**src/rtl/seven_seg_scan_decoder.sv**
```systemverilog
// Recovers a multi-digit BCD number from a scanned, active-low
// seven-segment bus and presents each complete frame on valid/ready.
module seven_seg_scan_decoder #(
    parameter int NUM_DIGITS    = 4,
    parameter int STABLE_CYCLES = 4
) (
    input  logic                    clk,
    input  logic                    rst_n,
    input  logic [6:0]              seg,
    input  logic [NUM_DIGITS-1:0]   an,
    output logic [4*NUM_DIGITS-1:0] out_bcd,
    output logic                    out_val,
    input  logic                    out_rdy,
    output logic                    out_err,
    output logic                    out_ovf
);

    localparam logic [7:0] CAP_AT = 8'(STABLE_CYCLES - 1);

    logic [NUM_DIGITS-1:0]   prev_an;
    logic [6:0]              prev_seg;
    logic [7:0]              cnt;
    logic [7:0]              cnt_next;
    logic                    captured;
    logic                    captured_next;
    logic [NUM_DIGITS-1:0]   seen;
    logic                    frame_err;
    logic [4*NUM_DIGITS-1:0] slots;
    logic                    an_ok;
    logic                    same;
    logic                    cap;
    logic [NUM_DIGITS-1:0]   cap_mask;
    logic [3:0]              dec_bcd;
    logic                    dec_err;
    logic                    complete;

    assign an_ok    = $onehot(~an);
    assign same     = an_ok && (an == prev_an) && (seg == prev_seg);
    assign complete = &seen;

    // Dwell length and once-per-dwell capture decision
    always_comb begin
        cnt_next      = 8'd0;
        cap           = 1'b0;
        captured_next = 1'b0;
        cap_mask      = '0;
        if (same) begin
            cnt_next = (cnt == 8'hFF) ? cnt : cnt + 8'd1;
        end
        if (an_ok) begin
            cap           = (cnt_next >= CAP_AT) && !(same && captured);
            captured_next = cap || (same && captured);
        end
        if (cap) begin
            cap_mask = ~an;
        end
    end

    // Segment pattern to BCD; unknown patterns map to F
    always_comb begin
        dec_bcd = 4'h0;
        dec_err = 1'b0;
        case (seg)
            7'b1000000: dec_bcd = 4'h0;
            7'b1111001: dec_bcd = 4'h1;
            7'b0100100: dec_bcd = 4'h2;
            7'b0110000: dec_bcd = 4'h3;
            7'b0011001: dec_bcd = 4'h4;
            7'b0010010: dec_bcd = 4'h5;
            7'b0000010: dec_bcd = 4'h6;
            7'b1111000: dec_bcd = 4'h7;
            7'b0000000: dec_bcd = 4'h8;
            7'b0011000: dec_bcd = 4'h9;
            default: begin
                dec_bcd = 4'hF;
                dec_err = 1'b1;
            end
        endcase
    end

    // Stability filter history and per-digit frame assembly
    always_ff @(posedge clk or negedge rst_n) begin
        if (!rst_n) begin
            prev_an   <= '0;
            prev_seg  <= '0;
            cnt       <= 8'd0;
            captured  <= 1'b0;
            seen      <= '0;
            frame_err <= 1'b0;
            slots     <= '0;
        end else begin
            prev_an  <= an;
            prev_seg <= seg;
            cnt      <= cnt_next;
            captured <= captured_next;
            if (complete) begin
                seen      <= cap_mask;
                frame_err <= cap && dec_err;
            end else begin
                seen      <= seen | cap_mask;
                frame_err <= frame_err | (cap && dec_err);
            end
            for (int i = 0; i < NUM_DIGITS; i++) begin
                if (cap_mask[i]) begin
                    slots[4*i +: 4] <= dec_bcd;
                end
            end
        end
    end

    // Output register: load, hold under backpressure, or drop with overflow
    always_ff @(posedge clk or negedge rst_n) begin
        if (!rst_n) begin
            out_bcd <= '0;
            out_val <= 1'b0;
            out_err <= 1'b0;
            out_ovf <= 1'b0;
        end else if (complete) begin
            if (!out_val || out_rdy) begin
                out_bcd <= slots;
                out_err <= frame_err;
                out_val <= 1'b1;
            end else begin
                out_ovf <= 1'b1;
            end
        end else if (out_val && out_rdy) begin
            out_val <= 1'b0;
        end
    end

endmodule
```
**config.mk**
```make
export PLATFORM = sky130hd
export DESIGN_NAME = seven_seg_scan_decoder
export DESIGN_NICKNAME = d
export VERILOG_FILES = /design/src/rtl/seven_seg_scan_decoder.sv
export SDC_FILE = /design/constraint.sdc
export NUM_CORES = 1
export LEC_CHECK = 0
export ABC_AREA = 1
export BUFFER_PORTS_ARGS = -buffer_cell sky130_fd_sc_hd__clkbuf_2
export CAP_MARGIN = 0
export CORE_AREA = 5 5 100 102
export DETAILED_ROUTE_END_ITERATION = 8
export DIE_AREA = 0 0 105 107
export SLEW_MARGIN = 20
export SYNTH_ARGS = -nofsm -noshare
export SYNTH_HDL_FRONTEND = slang
export SYNTH_SLANG_ARGS = --single-unit
export TNS_END_PERCENT = 5
```
**constraint.sdc**
```tcl
create_clock -name clk -period 3.05 [get_ports clk]
set_input_delay 0.1525 -clock clk [delete_from_list [all_inputs] [get_ports clk]]
set_output_delay 0.1525 -clock clk [all_outputs]
set_load 0.02 [all_outputs]
```
==> results.json <==
{
  "outcome": "finished, final reports clean",
  "htreeDepth": 3,
  "netlist_area_um2": 3060,
  "crit_required_ns": 3.27,
  "p_leak_nw": 1.96,
  "fin_crit_ns": 2.87,
  "power.density_nw_per_um2": 466,
  "synth_area_leaders": "dfrtp_1 (49%), nand2_1 (12%), nand3_1 (4.6%), nand4_1 (4.1%), inv_1 (4.0%)",
  "synth_top_area_share_pct": 49.0,
  "numCtsBuffers": 9,
  "cts_root_buffer": "clkbuf_8",
  "grt_pass1_vias": 2414,
  "seq_area_frac_synth_pct": 49.0,
  "sw_frac_of_total_pct": 23.0,
  "ys_seq_elements": 60,
  "dr.pass1.iters": 4,
  "core.rowCount": 35,
  "relSlewSlack_pct": 65.1,
  "dieArea_um2": 11200,
  "mostFrequentLayoutCell": "nand2_1",
  "clkPwrFrac_pct": 46.5,
  "fp.dieH_um": 107,
  "finalSetupViolCount": 0,
  "vdd_drop_max_uv": 226,
  "grt_overflow": 0,
  "vias": 2454,
  "core_area_um2": 9020,
  "end_kind": "flop",
  "layout.cells.non_filler": 523,
  "hold_viol": 0,
  "start_util_pct": 34.0,
  "slowest_delay_ns": 0.54,
  "fmax_ghz": 0.349,
  "period_share_pct": 94.0,
  "drcViolationCount": 0,
  "hp-class": "in2reg",
  "dp_cells": 495,
  "clock_sinks": 60,
  "num_io_pins": 33,
  "gp_congestion": 0.914,
  "synth_edf_count": 0,
  "clk_latency_ns": 0.35,
  "yosysWarningCount": 0,
  "grt_max_degree": 26,
  "diodes": 0,
  "drtIter0Drc": 99,
  "grt.total_usage_pct": 12.6,
  "n_fill_cell": 914,
  "path_delay_family": "buffers and inverters",
  "rsz0062_at_grt": "false",
  "slowest_stage": "dlygate4sd3_1",
  "avgSynthCellArea_um2": 8.68,
  "path_cells": "dlygate4sd3_1, clkbuf_2, fa_1, inv_1, ha_1, ha_1, nand3b_1, nor2_4, nand3_1, buf_4, nand3b_1, o21ai_1",
  "clock_skew_ns": 0.00911,
  "power_switching_mw": 0.397,
  "power.internal_mw": 1.33,
  "path_clk_slew_ns": 0.07,
  "cts_tree": "yes",
  "port_buffers": 32,
  "post-dp-hpwl_um": 4850,
  "drive_gt1_share_pct": 22.1,
  "area_delta_synth_final_pct": 20.7,
  "die_w_um": 105,
  "wl_um": 6330,
  "ant_nets": 0,
  "crit_buf_inv": 4,
  "synth_top_area_cell": "dfrtp_1",
  "slew_violations": 0,
  "combPwrFrac_pct": 6.5,
  "drv_cap": 0,
  "arrival_ns": 3.09,
  "worst_pin_slew_ns": 0.520,
  "cts_buffer_depth": 2,
  "syn_inst": 353,
  "routedWlPerCell_um": 12.1,
  "grt_first_pass_wirelength_um": 11300,
  "via_per_inst": 4.69,
  "synth_top_flop_cell": "dfrtp_1",
  "async_flop_share_pct": 100,
  "critical_path_class": "in2reg",
  "mostFrequentLayoutCells": "nand2_1 (101), dfrtp_1 (60), inv_1 (33), clkbuf_2 (32), nand3_1 (28)",
  "pwr-share-seq_pct": 47.0,
  "finalNetCount": 425,
  "yosysUniqueCellTypes": 37,
  "crit_fanout": 13,
  "start_kind": "input pin",
  "syn_nets": 371,
  "antenna_found_initial": 0,
  "tns_ns": 0
}
-- layer usage --
layer	vias to the layer above	track usage (%)	wire, um
li1	1255	-	-
met5	-	0	0
met1	1147	15.9	3000
met4	0	5.48	107
met2	44	19.6	2930
met3	8	4.21	288
-- state kept, by name (all words and copies together), names as in the netlist --
| signal | cells |
|---|---|
| out_err | 1 |
| cnt | 8 |
| captured | 1 |
| slots | 16 |
| prev_seg | 7 |
| out_bcd | 16 |
| seen | 4 |
| out_val | 1 |
| frame_err | 1 |
| prev_an | 4 |
| out_ovf | 1 |
-- power groups by stage --
stage / clock (mW) / combinational (mW) / sequential, mW
final: 0.801 / 0.112 / 0.809
after global routing: 0.869 / 0.129 / 0.809
after CTS: 0.828 / 0.115 / 0.808
after detailed placement: 0 / 0.102 / 0.824
after global placement: 0 / 0.0999 / 0.823
after floorplan: 0 / 0.0518 / 0.825
-- worst register-to-register path: cells and delay by family, from the launching register on --
| family | cells | cell delay [ns] |
|---|---|---|
| adder cells (fa/ha/maj) | 1 | 0.27 |
| flip-flops | 1 | 0.45 |
| AND/OR/NAND/NOR | 11 | 1.10 |
| buffers and inverters | 2 | 0.25 |
-- stage by stage --
stage	power, mW	hold slack [ns]	instance area, um^2	worst slack [ns]	util, %
after floorplan	0.877	-0.143	3060	0.833	-
after global placement	0.923	0.0748	3350	0.391	37.2
after detailed placement	0.926	0.0918	3350	0.302	37.2
after CTS	1.75	0.106	3690	0.105	40.9
after global routing	1.81	0.135	3700	0.0179	41.0
final	1.72	0.126	3700	0.182	41.0
-- repair_timing --
item,4_1_cts,5_1_grt
hold buffers,12,0
setup endpoints to repair,0,8
buffers inserted,0,0
endpoints found under the hold margin,23,0
resized for setup,0,1
-- cells in the mapped netlist (2+ instances only) --
master      n
mux2_2      9
nand3b_1    2
nand2_2     4
o21ai_1     4
inv_2      14
nand2_1   101
nor2_1     25
nand3_1    28
dfrtp_1    60
mux2_1      7
inv_1      33
nor3_1      2
xnor2_1     2
o31ai_1     2
nor2_4      4
a21oi_1     6
nand4_1    20
nand3_4     3
buf_6       2
o21ai_0     5
nor2_2      2
ha_1        3
-- cells by family after synthesis --
group | after synthesis | share of synthesized area [%]
fa+ha+maj | 4 | 1.88
flops | 60 | 49.0
mux | 16 | 5.88
simple gates | 197 | 31.5
compound gates | 22 | 4.09
xor+xnor | 2 | 0.572
buf+inv | 52 | 7.03
-- cell type report --
cell class	instances	area (um^2)	share of cell area (%)
clock inverters	4	72.6	1.96
inverters	47	176	4.77
clock buffers	12	145	3.93
multi-input cells	241	1350	36.6
flip-flops and latches	60	1500	40.6
repair buffers	48	310	8.40
well taps	111	139	3.76
-- worst paths after layout --
path,start,endpoint,slack (ns),cells after the start
worst max register to register,cnt[0],slots[8],0.88,14
worst max-delay path,an[0],frame_err,0.18,12
max in group asynchronous,rst_n,cnt[0],2.16,3
worst min register to register,out_ovf,out_ovf,0.45,1
min in group asynchronous,rst_n,cnt[1],0.25,2
worst min-delay path,out_rdy,out_ovf,0.13,3
Note: power is estimated with default switching activity, not from simulation.
